$ cat config.mk
export PLATFORM = sky130hd
export DESIGN_NAME = id_scoreboard
export DESIGN_NICKNAME = d
export VERILOG_FILES = /design/src/rtl/id_scoreboard.sv
export SDC_FILE = /design/constraint.sdc
export NUM_CORES = 1
export LEC_CHECK = 0
export CELL_PAD_IN_SITES_DETAIL_PLACEMENT = 1
export CELL_PAD_IN_SITES_GLOBAL_PLACEMENT = 2
export CORE_ASPECT_RATIO = 0.8
export CORE_MARGIN = 5
export CORE_UTILIZATION = 18
export CTS_CLUSTER_SIZE = 40
export DETAILED_ROUTE_END_ITERATION = 7
export PLACE_DENSITY_LB_ADDON = 0.12
export SETUP_SLACK_MARGIN = 0.5
export SKIP_LAST_GASP = 1
export SLEW_MARGIN = 40
export SYNTH_ARGS = -nofsm -noshare
export SYNTH_HDL_FRONTEND = slang
export SYNTH_SLANG_ARGS = --single-unit
$ cat constraint.sdc
create_clock -name clk -period 3.7 [get_ports clk]
set_clock_uncertainty 0.1 [all_clocks]
set_input_delay 0.74 -clock clk [delete_from_list [all_inputs] [get_ports clk]]
set_output_delay 0.74 -clock clk [all_outputs]
set_load 0.01 [all_outputs]
$ cat src/rtl/id_scoreboard.sv
// ID-stage scoreboard: tracks in-flight writers, forwards the youngest result, requests load-use stalls.
// Latency: operands and stall request are combinational; entry shift and stall count update on the next rising clk.
// Backpressure: stallreq holds ID (bubble pushed, older entries advance); hold freezes every piece of state.
module id_scoreboard #(
    parameter int NSTAGE   = 4,
    parameter int LOAD_LAT = 2,
    parameter int XLEN     = 32,
    parameter int CNT_W    = 16
) (
    input  logic                     clk,
    input  logic                     rst,
    input  logic                     issue_valid,
    input  logic                     issue_we,
    input  logic [4:0]               issue_waddr,
    input  logic                     issue_is_load,
    input  logic                     re1,
    input  logic                     re2,
    input  logic [4:0]               raddr1,
    input  logic [4:0]               raddr2,
    input  logic [XLEN-1:0]          reg_data1,
    input  logic [XLEN-1:0]          reg_data2,
    input  logic [NSTAGE*XLEN-1:0]   fwd_wdata,
    input  logic                     hold,
    input  logic                     flush,
    output logic [XLEN-1:0]          opv1,
    output logic [XLEN-1:0]          opv2,
    output logic                     stallreq,
    output logic [CNT_W-1:0]         stall_cnt,
    output logic [NSTAGE-1:0]        busy_mask
);

    // Result of resolving one operand against the in-flight entries.
    typedef struct packed {
        logic            nrdy;
        logic [XLEN-1:0] data;
    } opnd_t;

    // Entry k describes the instruction currently in post-ID stage k (0 = EX).
    logic [NSTAGE-1:0]      ent_v;
    logic [NSTAGE-1:0]      ent_load;
    logic [NSTAGE-1:0][4:0] ent_waddr;

    logic  push;
    opnd_t op1;
    opnd_t op2;

    // Walk from the oldest stage to the youngest so the youngest match is the
    // last one written and therefore wins. The not-ready flag is taken from
    // that same youngest match only: an older load to the same register is
    // shadowed by the younger writer and must not cause a stall.
    function automatic opnd_t lookup(
        input logic                     re,
        input logic [4:0]               ra,
        input logic [XLEN-1:0]          rdata,
        input logic [NSTAGE-1:0]        v,
        input logic [NSTAGE-1:0]        ld,
        input logic [NSTAGE-1:0][4:0]   wa,
        input logic [NSTAGE*XLEN-1:0]   fwd
    );
        opnd_t r;
        r.nrdy = 1'b0;
        r.data = rdata;
        if (!re || ra == 5'd0) begin
            r.data = '0;
        end else begin
            for (int k = NSTAGE - 1; k >= 0; k--) begin
                if (v[k] && wa[k] == ra) begin
                    r.data = fwd[k*XLEN +: XLEN];
                    r.nrdy = ld[k] && (k < LOAD_LAT);
                end
            end
        end
        return r;
    endfunction

    // Resolve operand 1 from forwarding slices or the register file.
    always_comb begin
        op1 = lookup(re1, raddr1, reg_data1, ent_v, ent_load, ent_waddr, fwd_wdata);
    end

    // Resolve operand 2 from forwarding slices or the register file.
    always_comb begin
        op2 = lookup(re2, raddr2, reg_data2, ent_v, ent_load, ent_waddr, fwd_wdata);
    end

    // Stall and push decisions; flush kills the ID instruction outright, so it
    // neither stalls nor occupies a tracking slot. Writes to x0 are never tracked.
    always_comb begin
        stallreq = issue_valid && !flush && (op1.nrdy || op2.nrdy);
        push     = issue_valid && issue_we && (issue_waddr != 5'd0) && !stallreq && !flush;
    end

    assign opv1      = op1.data;
    assign opv2      = op2.data;
    assign busy_mask = ent_v;

    // Advance the tracking pipeline in lockstep with the datapath; a stalled
    // or empty ID slot becomes a bubble while older entries keep moving.
    always_ff @(posedge clk) begin
        if (rst) begin
            ent_v     <= '0;
            ent_load  <= '0;
            ent_waddr <= '0;
        end else if (!hold) begin
            ent_v     <= {ent_v[NSTAGE-2:0], push};
            ent_load  <= {ent_load[NSTAGE-2:0], push && issue_is_load};
            ent_waddr <= {ent_waddr[NSTAGE-2:0], (push ? issue_waddr : 5'd0)};
        end
    end

    // Saturating count of cycles actually lost to load-use stalls (frozen by hold).
    always_ff @(posedge clk) begin
        if (rst) begin
            stall_cnt <= '0;
        end else if (!hold && stallreq && (stall_cnt != '1)) begin
            stall_cnt <= stall_cnt + 1'b1;
        end
    end

endmodule

==> summary.txt <==
starting density of the core - 0.1839
most frequent cells in the layout - 225 x clkdlybuf4s50_1, 120 x nor2_1, 66 x buf_2, 66 x buf_4, 65 x mux2i_1
Fillers - 2,919
final wirelength - 35.28 mm
Worst Path Required - 2.86 ns
setup TNS - 0 ns
post-layout util - 0.4016
HP Start - stall_cnt[4]
number of global-route vias before repair - 7,653
Die H - 154.4 µm
period utilization - 0.9941
Critical Path Sink Type - output pin
Setup Crit Path Kind - primary input to output pin
hold path endpoint - stall_cnt[4]
wire per inst - 25.51 µm
Max-Cap Viols - 0
commonest non-fill, non-tap cell in the layout - clkdlybuf4s50_1
Mean Syn Cell Area - 7.170 µm²
clk_lat worst skew - 0.29 ns
final net count - 1,246
CP Max Fanout - 8
Critical Path Start Type - primary input
HPWL Detailed - 23.55 mm
CTS Root Cell - clkbuf_16
Syn-to-layout area delta - 118.4%
TritonCTS buffer count - 5
reg-to-reg critical path endpoint - stall_cnt[10]
die area - 29,400 µm²
min-delay worst type - flop to flop
worst r2r src - ent_waddr[1]
crit-path cells - buf_6 -> buf_6 -> xor2_2 -> nor4_2 -> buf_4 -> nand3_4 -> buf_12 -> buf_16 -> nor2_4 -> a21oi_1 -> a222oi_1 -> nor2_1 -> buf_2
Cell Area, Synth - 4689 µm²
layout cells sized above 1 - 0.3350
Synth Warn # - 0
Synth Register Bits - 42
Clock Path Buffers - 2
cell count after synthesis - 654
placed cell count - 1,290
clock-pin slew on the worst setup and hold paths - 0.06 ns
Post-DP Area - 8448 µm²
Vias/cell - 5.196
unrepaired setup endpoints after global routing - true
crit path buf inv count - 6
gr usage total - 0.2211
total power - 0.001578 W
CP max stage delay - 0.35 ns
R2R Setup Slk - 0.77 ns
main flop type after synthesis - dfxtp_1
Yosys cell types - 43
Syn Nets - 871
Core Region - 25,500 µm²
Seq/Total Area, Yosys - 0.1793
Max Transition Viols Final - 0
DR pass1 iterations - 6
Arrival @ worst endpoint - 2.84 ns
Die Wd - 190.5 µm
Final Hold Fails - 0
H-tree levels - 2
top cell type's share of synthesized area - 0.1793
outcome - completed
pin count of the biggest net entering global routing - 34
I/O pin cnt - 301
Final GP Congestion - 0.9278
most used cell, CP - buf_6
Multi-input gate area - 4249 µm²
worst vdd ir - 0.0001494 V
Tmin final - 3.678 ns
DRT iter0 DRCs - 501
initial antenna violation count - 3
GRT overflow - 0
Rel. slew slack - 0.5714
PD cells - 154.0 nW/µm²
TritonCTS Sinks - 42
asr flop ratio synth - 0
Fmax - 0.2719 GHz
CTS tree - done
Slowest-stage cell, CP - nor4_2
antenna-violating nets left - 0
Leakage Power - 3.814 nW
Tightest Pin Transition - 0.6405 ns
Final setup viols - 0
sequential cell area - 840.8 µm²
FP Rows - 52
Area contributors post-synth - dfxtp_1 18%, mux2i_1 18%, a222oi_1 14%, nor2_1 13%, a21oi_1 8.6%
Synth area leader - dfxtp_1
hold path depth - 2
Post-synth EDFFs - 0
final instance area - 10,240 µm²
r2r worst-path depth - 14
port bufs - 300
hold_buf cts - 0
first-pass GRT wire length - 50.25 mm
family with the most delay on the worst path - buffers and inverters
DRC Markers - 0
via count - 7,186
fin cells - 1,383
[cell type report]
cell class              count  area share
multi-input cells         538      0.4148
diodes                      2   0.0004886
clock buffers               6     0.01258
clock inverters             2    0.003664
inverters                   3    0.001099
repair buffers            439      0.4424
flip-flops and latches     42     0.08208
well taps                 351     0.04287
[power by group]
part | internal [W] | leakage, nW | switching [W]
clock network | 0.000319 | 0.0771 | 0.000194
logic | 0.000350 | 3.40 | 0.000258
registers | 0.000454 | 0.338 | 0.00000273
[worst max-delay path by stage]
stage,slack [ns],startpoint,cells past startpoint,to
floorplan,0.50,raddr1[1],10,stallreq
global placement,-0.89,raddr1[3],10,opv1[21]
detailed placement,-0.86,raddr1[3],10,opv1[21]
CTS,0.06,raddr2[1],13,opv2[28]
global route,-0.10,raddr2[2],13,opv2[29]
finish,0.02,raddr2[2],13,opv2[28]
[worst reg2reg max path: cells and delay by family (launching register included)]
family	cells	cell delay (ns)
flip-flops	1	0.47
AO/OA/AOI/OAI	2	0.23
buffers and inverters	7	0.84
XOR/XNOR	1	0.21
multiplexers	1	0.37
AND/OR/NAND/NOR	3	0.60
[synthesized netlist by cell type (5+ instances only)]
master    instances
a21oi_1          81
nand3_1           8
dfxtp_1          42
xnor2_1          16
nor2_1          166
clkbuf_1         51
nand2_1          17
and3_1            5
o31ai_1           9
buf_2             8
buf_1             5
nor4_1            7
mux2i_1          83
a222oi_1         64
xor2_1           25
nand4_1          10
or4_1            11
[registers in the layout, summed over array words and instances, names as in the netlist]
signal / cells
ent_waddr: 20
stall_cnt: 16
busy_mask: 4
ent_load: 2
[metrics by stage]
step / setup slack [ns] / hold slack, ns
2_1_floorplan: 0.5007 / 0.3641
3_3_place_gp: -0.8856 / 0.3719
3_5_place_dp: -0.8562 / 0.3909
4_1_cts: 0.06313 / 0.4007
5_1_grt: -0.1019 / 0.4314
6_report: 0.02197 / 0.3993
[metal layers]
layer  GRT usage  vias to the layer above  part of all wire  routed length (µm)
li1            -                     3209                 -                   -
met1      0.2822                     3614              0.42               14830
met2      0.3838                      302              0.48               16980
met3     0.04687                       59             0.069                2446
met4     0.04923                        2             0.029                1017
met5           0                        -           0.00037                  13
[kinds of logic after synthesis]
logic type               after synthesis  share of synthesized area
flip-flops                            42                     0.1793
AND/OR/NAND/NOR                      241                     0.2279
AO/OA/AOI/OAI                        168                     0.2575
buffers and inverters                 74                    0.06937
XOR/XNOR                              41                    0.07657
adder cells (fa/ha/maj)                1                   0.002668
multiplexers                          87                     0.1868
[repair_timing]
item / CTS / global route
endpoints found under the setup margin: 83 / 67
resized for setup: 429 / 87
cloned: 13 / 1
pin swaps: 152 / 111
setup buffers: 59 / 10
Power figures use the tool's default switching activity.
